### config.mk
export PLATFORM = sky130hd
export DESIGN_NAME = branch_unit
export DESIGN_NICKNAME = d
export VERILOG_FILES = /design/src/rtl/branch_pkg.sv /design/src/rtl/branch_cmp.sv /design/src/rtl/branch_unit.sv
export SDC_FILE = /design/constraint.sdc
export NUM_CORES = 1
export LEC_CHECK = 0
export ABC_AREA = 1
export BUFFER_PORTS_ARGS = -buffer_cell sky130_fd_sc_hd__buf_2
export CORE_ASPECT_RATIO = 1.2
export CORE_MARGIN = 5
export CORE_UTILIZATION = 58
export CTS_BUF_LIST = sky130_fd_sc_hd__clkbuf_8
export DETAILED_ROUTE_END_ITERATION = 6
export PLACE_DENSITY = 0.82
export SYNTH_ARGS = -nofsm -noshare
export SYNTH_HDL_FRONTEND = slang
export SYNTH_SLANG_ARGS = --single-unit
### constraint.sdc
create_clock -name clk -period 2.65 [get_ports clk]
set_input_delay 0.265 -clock clk [delete_from_list [all_inputs] [get_ports clk]]
set_output_delay 0.265 -clock clk [all_outputs]
set_load 0.005 [all_outputs]
### src/rtl/branch_pkg.sv
// Shared constants, counter encodings and result payload for the branch unit.
package branch_pkg;

    localparam logic [6:0] OP_BRANCH = 7'b1100011;

    localparam logic [2:0] BEQ  = 3'b000;
    localparam logic [2:0] BNE  = 3'b001;
    localparam logic [2:0] BLT  = 3'b100;
    localparam logic [2:0] BGE  = 3'b101;
    localparam logic [2:0] BLTU = 3'b110;
    localparam logic [2:0] BGEU = 3'b111;

    typedef enum logic [1:0] {
        CTR_SNT = 2'b00,
        CTR_WNT = 2'b01,
        CTR_WT  = 2'b10,
        CTR_ST  = 2'b11
    } ctr_e;

    typedef struct packed {
        logic valid;
        logic taken;
        logic mispredict;
    } res_t;

    // Saturating step of a 2-bit counter toward the resolved direction.
    function automatic ctr_e ctr_step(input ctr_e c, input logic taken);
        ctr_e n;
        n = c;
        case (c)
            CTR_SNT: n = taken ? CTR_WNT : CTR_SNT;
            CTR_WNT: n = taken ? CTR_WT  : CTR_SNT;
            CTR_WT:  n = taken ? CTR_ST  : CTR_WNT;
            CTR_ST:  n = taken ? CTR_ST  : CTR_WT;
            default: n = CTR_WNT;
        endcase
        return n;
    endfunction

    // True when the counter state predicts taken.
    function automatic logic ctr_predicts_taken(input ctr_e c);
        return (c == CTR_WT) || (c == CTR_ST);
    endfunction

endpackage

### src/rtl/branch_cmp.sv
// Combinational branch condition evaluator: decodes funct3 legality and
// computes the taken outcome over the full operand width.
module branch_cmp
    import branch_pkg::*;
#(
    parameter int unsigned XLEN = 32
) (
    input  logic [2:0]      funct3,
    input  logic [XLEN-1:0] rs1,
    input  logic [XLEN-1:0] rs2,
    output logic            taken,
    output logic            legal
);

    logic w_eq;
    logic w_lt_s;
    logic w_lt_u;

    assign w_eq   = (rs1 == rs2);
    assign w_lt_s = ($signed(rs1) < $signed(rs2));
    assign w_lt_u = (rs1 < rs2);

    // funct3 010/011 are reserved and never resolve as taken.
    always_comb begin
        taken = 1'b0;
        legal = 1'b0;
        case (funct3)
            BEQ: begin
                legal = 1'b1;
                taken = w_eq;
            end
            BNE: begin
                legal = 1'b1;
                taken = ~w_eq;
            end
            BLT: begin
                legal = 1'b1;
                taken = w_lt_s;
            end
            BGE: begin
                legal = 1'b1;
                taken = ~w_lt_s;
            end
            BLTU: begin
                legal = 1'b1;
                taken = w_lt_u;
            end
            BGEU: begin
                legal = 1'b1;
                taken = ~w_lt_u;
            end
            default: begin
                legal = 1'b0;
                taken = 1'b0;
            end
        endcase
    end

endmodule

### src/rtl/branch_unit.sv
// Branch resolution unit with a bimodal 2-bit-counter prediction table;
// fetch reads the table combinationally, execute resolves and trains it.
module branch_unit
    import branch_pkg::*;
#(
    parameter int unsigned XLEN        = 32,
    parameter int unsigned BHT_ENTRIES = 64
) (
    input  logic            clk,
    input  logic            rst_n,
    input  logic [XLEN-1:0] fetch_pc,
    output logic            pred_taken,
    input  logic            ex_valid,
    input  logic [6:0]      ex_opcode,
    input  logic [2:0]      ex_funct3,
    input  logic [XLEN-1:0] ex_pc,
    input  logic [XLEN-1:0] ex_rs1,
    input  logic [XLEN-1:0] ex_rs2,
    input  logic            ex_pred_taken,
    output logic            res_valid,
    output logic            res_taken,
    output logic            res_mispredict
);

    localparam int unsigned IDX = $clog2(BHT_ENTRIES);

    ctr_e           r_bht [BHT_ENTRIES];
    res_t           r_res;

    logic [IDX-1:0] w_fetch_idx;
    logic [IDX-1:0] w_ex_idx;
    ctr_e           w_fetch_ctr;
    ctr_e           w_ex_ctr;
    ctr_e           w_ex_ctr_next;
    logic           w_cmp_taken;
    logic           w_cmp_legal;
    logic           w_branch;
    res_t           w_res_next;
    logic           w_unused_pc;

    // Word-aligned PCs: bits [1:0] and everything above the index alias freely.
    assign w_fetch_idx = fetch_pc[IDX+1:2];
    assign w_ex_idx    = ex_pc[IDX+1:2];
    assign w_unused_pc = ^{fetch_pc[XLEN-1:IDX+2], fetch_pc[1:0],
                           ex_pc[XLEN-1:IDX+2], ex_pc[1:0]};

    branch_cmp #(
        .XLEN (XLEN)
    ) u_cmp (
        .funct3 (ex_funct3),
        .rs1    (ex_rs1),
        .rs2    (ex_rs2),
        .taken  (w_cmp_taken),
        .legal  (w_cmp_legal)
    );

    assign w_branch = ex_valid && (ex_opcode == OP_BRANCH) && w_cmp_legal;

    // Prediction reads the registered table, so a same-cycle update is not seen.
    assign w_fetch_ctr   = r_bht[w_fetch_idx];
    assign pred_taken    = ctr_predicts_taken(w_fetch_ctr);

    assign w_ex_ctr      = r_bht[w_ex_idx];
    assign w_ex_ctr_next = ctr_step(w_ex_ctr, w_cmp_taken);

    always_comb begin
        w_res_next = '0;
        if (w_branch) begin
            w_res_next.valid      = 1'b1;
            w_res_next.taken      = w_cmp_taken;
            w_res_next.mispredict = w_cmp_taken ^ ex_pred_taken;
        end
    end

    always_ff @(posedge clk or negedge rst_n) begin
        if (!rst_n) begin
            r_res <= '0;
        end else begin
            r_res <= w_res_next;
        end
    end

    // Table training: only a legal resolved branch moves its entry.
    always_ff @(posedge clk or negedge rst_n) begin
        if (!rst_n) begin
            for (int unsigned i = 0; i < BHT_ENTRIES; i++) begin
                r_bht[IDX'(i)] <= CTR_WNT;
            end
        end else if (w_branch) begin
            r_bht[w_ex_idx] <= w_ex_ctr_next;
        end
    end

    assign res_valid      = r_res.valid;
    assign res_taken      = r_res.taken;
    assign res_mispredict = r_res.mispredict;

endmodule

Word level (Yosys, flattened, before mapping) --
Cells that the tools add are included.
Cells by class: equal/unequal tests 12, magnitude comparators 5, muxes and demuxes 17, bitwise operators 6, reduce and logical (&&, ||, !) cells 7
Operator list (count):
- bitwise mux 128 bit | 1
- < comparator 32 bit | 2
- equality test 32 bit | 1
- binary-select mux 2 bit (select 6 bit) | 2
- greater-or-equal comparator 7 bit, second input constant | 2
- 2-to-1 mux 2 bit | 7
- NOT 6 -> 7 bit | 2
- demux 2 bit (select 6 bit) | 1
- equality test 3 bit, second input constant | 4
- equality test 2 bit, second input constant | 4
- case mux 2 bit (4 select lines) | 1
- equality test 7 bit, second input constant | 1
- < comparator 7 x 1 -> 1 bit, second input constant | 1
- case mux 1 bit (6 select lines) | 1
- OR reduction 6 bit | 1
- equality test 3 x 1 -> 1 bit, second input constant | 1
- logical AND 1 bit | 3
- logical NOT 3 bit | 1
- 2-to-1 mux 1 bit | 3
- 2-to-1 mux 3 bit | 1
- NOT 1 bit | 3
- equality test 2 x 1 -> 1 bit, second input constant | 1
- logical NOT 2 bit | 1
- logical OR 1 bit | 1
- XOR 1 bit | 1
Word-level totals: word-level logic and storage cells 114, bits of input ports 142, flip-flop bits (word level) 131

Logic depth before layout (Yosys ltp) --
depth after elaboration 7, mapped depth 22, depth with buffers taken out 21

Modules after synthesis --
From an unflattened synthesis, not the netlist that was laid out.
Unflattened totals: cells, all modules 1338, area total of the unflattened synthesis 8600.7 sq um
By module, submodules not included:
- branch_unit | cells an instance 1170, times used 1, area each 7627.3 sq um, sequential area each 3358.2 sq um
- branch_cmp | cells an instance 168, times used 1, area each 973.4 sq um, sequential area each 0.0 sq um

Worst setup path before layout --
Ideal clock, no wire load.
path type input to register, start in ex_rs2[31], end reg r_bht[125] (netlist bit), setup slack 645 ps, stages 18, arrival 1889 ps, library setup time 117 ps, data required time 2533 ps, cell sequence inv_1 ha_1 nand2_1 nor2_1 nand2_1 nor2_1 nand2_1 nand2_1 o21ai_0 inv_1 nand2_1 nor2_1 nand3_1 nand2_1 nand2_2 buf_4 nand2_1 nand2_1
On the way: longest elaborated chain between the ends 6, elaborated cells between the ends (all ways) 11, those cells by class order compare: 2; eq/ne: 1; mux: 5; bitwise: 3
Ends and longest elaborated chain:
- start: declaration | RTL line branch_unit.sv:18 | input logic [XLEN-1:0] ex_rs2,
- < comparator 32 bit, or another cell as far along | RTL line branch_cmp.sv:21 | assign w_lt_u = (rs1 < rs2);
- NOT 1 bit (on tied branches) | RTL line branch_cmp.sv:50, branch_cmp.sv:34, branch_cmp.sv:42
- case mux 1 bit (6 select lines) * | RTL line branch_cmp.sv:27 | case (funct3)
- 2-to-1 mux 2 bit (on tied branches) | RTL line branch_pkg.sv:33, branch_pkg.sv:32
- case mux 2 bit (4 select lines) * | RTL line branch_pkg.sv:30 | case (c)
- bitwise mux 128 bit * | RTL line branch_unit.sv:90 | r_bht[w_ex_idx] <= w_ex_ctr_next;
- end signal: indexed assignment | RTL line branch_unit.sv:90
- end: declaration | RTL line branch_unit.sv:27 | ctr_e r_bht [BHT_ENTRIES];
Every way passes the cells marked *; elsewhere a longest branch is shown, timed or not. A chain may end at the register's enable or synchronous reset.

Worst setup path after layout --
start in fetch_pc[2], end out pred_taken
On the way: longest elaborated chain between the ends 6, elaborated cells between the ends (all ways) 7, those cells by class eq/ne: 2; mux: 3; bitwise: 1; reduce/logical: 1
Ends and longest elaborated chain:
- start: declaration | RTL line branch_unit.sv:11 | input logic [XLEN-1:0] fetch_pc,
- NOT 6 -> 7 bit (not written as such) * | RTL line branch_unit.sv:60 | assign w_fetch_ctr = r_bht[w_fetch_idx];
- binary-select mux 2 bit (select 6 bit) * | RTL line branch_unit.sv:60
- 2-to-1 mux 2 bit (not written as such) * (2 in a row) | RTL line branch_unit.sv:60
- equality test 2 bit | RTL line branch_pkg.sv:42 | return (c == CTR_WT) || (c == CTR_ST);
- logical OR 1 bit * | RTL line branch_pkg.sv:42
- end: declaration | RTL line branch_unit.sv:12 | output logic pred_taken,
Every way passes the cells marked *; elsewhere a longest branch is shown, timed or not. The select of a mux whose other input is x is not followed.

==> run_results.csv <==
group,metric,value,unit
run_status,outcome,"completed",
die,rows,48,
timing,skew,0.0134,ns
route,drcViolationCount,0,
clock_network,clock-sinks,131,
global_routing,antenna_found_initial,0,
timing,slew_viol_final,0,
timing,hold_viol,0,
power_and_ir_drop,p_per_area,427,nW/um2
synth,netlist_top_cells_area,"nand2_1 (28%), dfstp_2 (20%), dfrtp_1 (20%)",
route,drt_pass1_iterations,5,
timing,setup_tns,0,ns
layout,regArea,3360,um2
timing,setup_ws,0.346,ns
global_routing,grt_pass1_wl,39500,um
power_and_ir_drop,irDropWorstVdd,0.000429,V
setup_path,start_kind,"input pin",
route,wl,24100,um
clock_network,post_cts_resized,0,
timing,rsz0062_at_grt,"no",
place,dpl_cell_area,9330,um2
synth,synth_edf_count,0,
clock_network,htree_levels,4,
route,ant_nets,0,
route,viasPerCell,5.50,
setup_path,reg2reg_to,"r_bht[5]",
clock_network,clk_latency,0.44,ns
synth,syn_inst,1304,
synth,netlist.area_leader.share,27.9,%
route,vias,8761,
die,core,14400,um2
layout,insertedDiodeCount,0,
synth,synth_nets,1478,
place,portBuffers,93,
timing,slew_headroom,49.3,%
route,drt_iter0_markers,697,
min_path,hold_class,"in -> reg",
global_routing,grt_usage,28.7,%
synth,yosysWarningCount,0,
place,pre_cts_ws,0.168,ns
clock_network,cts_tree,"built",
layout,final_area,9710,um2
global_routing,gr-total-overflow,0,
setup_path,reg2reg_depth,16,
synth,syn_area_per_cell,6.55,um2
setup_path,cp_max_fo,17,
synth,netlist_area,8540,um2
layout,mostFrequentLayoutCells,"nand2_1 (634), inv_1 (166), buf_2 (92)",
die,start_util,59.2,%
die,die_area,17300,um2
route,wl_per_cell,15.2,um
layout,area_growth_syn_to_layout,13.7,%
setup_path,reg2reg_slack,0.57,ns
synth,synth_top_area_cell,"nand2_1",
global_routing,grt_max_degree,70,
synth,synthArstFlopShare,100,%
die,fp.dieH,143,um
synth,ys_ff_latch,131,
place,hpwl,16800,um
die,die_w,121,um
setup_path,crit_type,"in -> out",
clock_network,path_clk_slew,0.07,ns
power_and_ir_drop,p_leak,5.02,nW
setup_path,r2r-start,"r_bht[21]",
timing,min_period,2.30,ns
clock_network,cts_buffers,17,
die,num_io_pins,146,
flow_run,cap_violations,0,
layout,final_common_cell,"nand2_1",
synth,yosysSeqAreaShare,39.3,%
clock_network,clockBufferDepth,2,
layout,fill_cells,1264,
place,place_congestion,0.960,
setup_path,startpoint,"fetch_pc[2]",
timing,max_freq,0.434,GHz
layout,multi_input_area,4280,um2
clock_network,post_cts_buffers,0,
setup_path,worstSetupEndpoint,"pred_taken",
setup_path,worstPathArrival,2.04,ns
setup_path,cp_data_required_time,2.38,ns
synth,synth_cell_type_count,35,
setup_path,end_kind,"output pin",
layout,drive_above_1_share,16.4,%
clock_network,cts-root-buf,"clkbuf_8",
global_routing,grt_pass1_vias,8434,
layout,nets,1578,
clock_network,holdBufCountCts,1,
synth,yosys_most_used_dff,"dfrtp_1",
timing,fin_crit_sh,87.0,%
timing,setup_viol,0,
timing,worst_slew_pin_slew,0.761,ns
area by class of cell:
type	count	share of cell area, %
clock inverter	12	0.954
timing repair buffer	130	8.61
tap	175	2.26
multi-input combinational	953	44.1
clock buffer	20	2.84
inverter	171	6.61
sequential	131	34.6
cells by family (layout without fill, tap and decap cells):
logic type                 Yosys count  in the layout  synth area share, %
adders and majority gates           32             32                 4.69
DFF                                131            131                 39.3
AOI/OAI and AO/OA                  139            139                 9.17
and+or+nand+nor                    782            782                 36.3
buffers and inverters              220            333                 10.5
critical path, cell delays in order:
cell and delay (ns):
buf_2 0.09, clkinv_1 0.29, buf_4 0.33, o21ai_0 0.19, a21oi_1 0.06, a211oi_1 0.20, o22ai_1 0.14, o221ai_1 0.20
nand2_1 0.12, buf_2 0.14
stage by stage:
stage | util [%] | total power, mW | hold WS, ns | cells
6_report | 67.3 | 4.14 | 0.0930 | 1592
3_5_place_dp | 64.7 | 2.57 | 0.209 | 1559
5_1_grt | 67.3 | 4.31 | 0.0916 | 1592
4_1_cts | 67.3 | 4.15 | 0.0875 | 1592
3_3_place_gp | 64.7 | 2.57 | 0.209 | 1559
2_1_floorplan | - | 2.32 | -0.0306 | 1304
flip-flops by register name, summed over array words and instances (netlist names):
| name | flops |
|---|---|
| r_bht | 128 |
| res_mispredict | 1 |
| res_taken | 1 |
| res_valid | 1 |
routing by layer:
metal / up-vias / share of wire, % / wire length (um) / GRT usage [%]
met5: - / 0 / 0 / 0
met4: 0 / 4.4 / 1070 / 14.7
met3: 88 / 9.1 / 2200 / 5.74
met2: 471 / 46 / 11100 / 48.1
met1: 3960 / 40 / 9740 / 35.2
li1: 4242 / - / - / -
power by group:
part	internal, mW	total, mW	switching (mW)
clock	0.799	1.59	0.792
sequential	2.01	2.01	0.000850
combinational	0.187	0.542	0.355
total	2.99	4.14	1.15
Yosys cell counts (4+ instances only):
library cell / instances
inv_1: 163
a21oi_1: 46
nand2_1: 635
nor3_1: 75
buf_4: 16
inv_2: 4
a22oi_1: 6
o21ai_0: 57
dfrtp_1: 67
clkbuf_1: 20
buf_2: 11
clkinv_1: 4
nand3_1: 17
dfstp_2: 64
ha_1: 32
nor2_1: 41
o22ai_1: 13
worst min path at each step:
stage	startpoint	to	cells past startpoint	slack, ns
2_1_floorplan	rst_n	r_bht[101]	0	-0.03
3_3_place_gp	rst_n	r_bht[7]	1	0.21
3_5_place_dp	rst_n	r_bht[7]	1	0.21
4_1_cts	ex_pred_taken	res_mispredict	4	0.09
5_1_grt	ex_pred_taken	res_mispredict	4	0.09
6_report	ex_pred_taken	res_mispredict	4	0.09
Power figures use the tool's default switching activity.
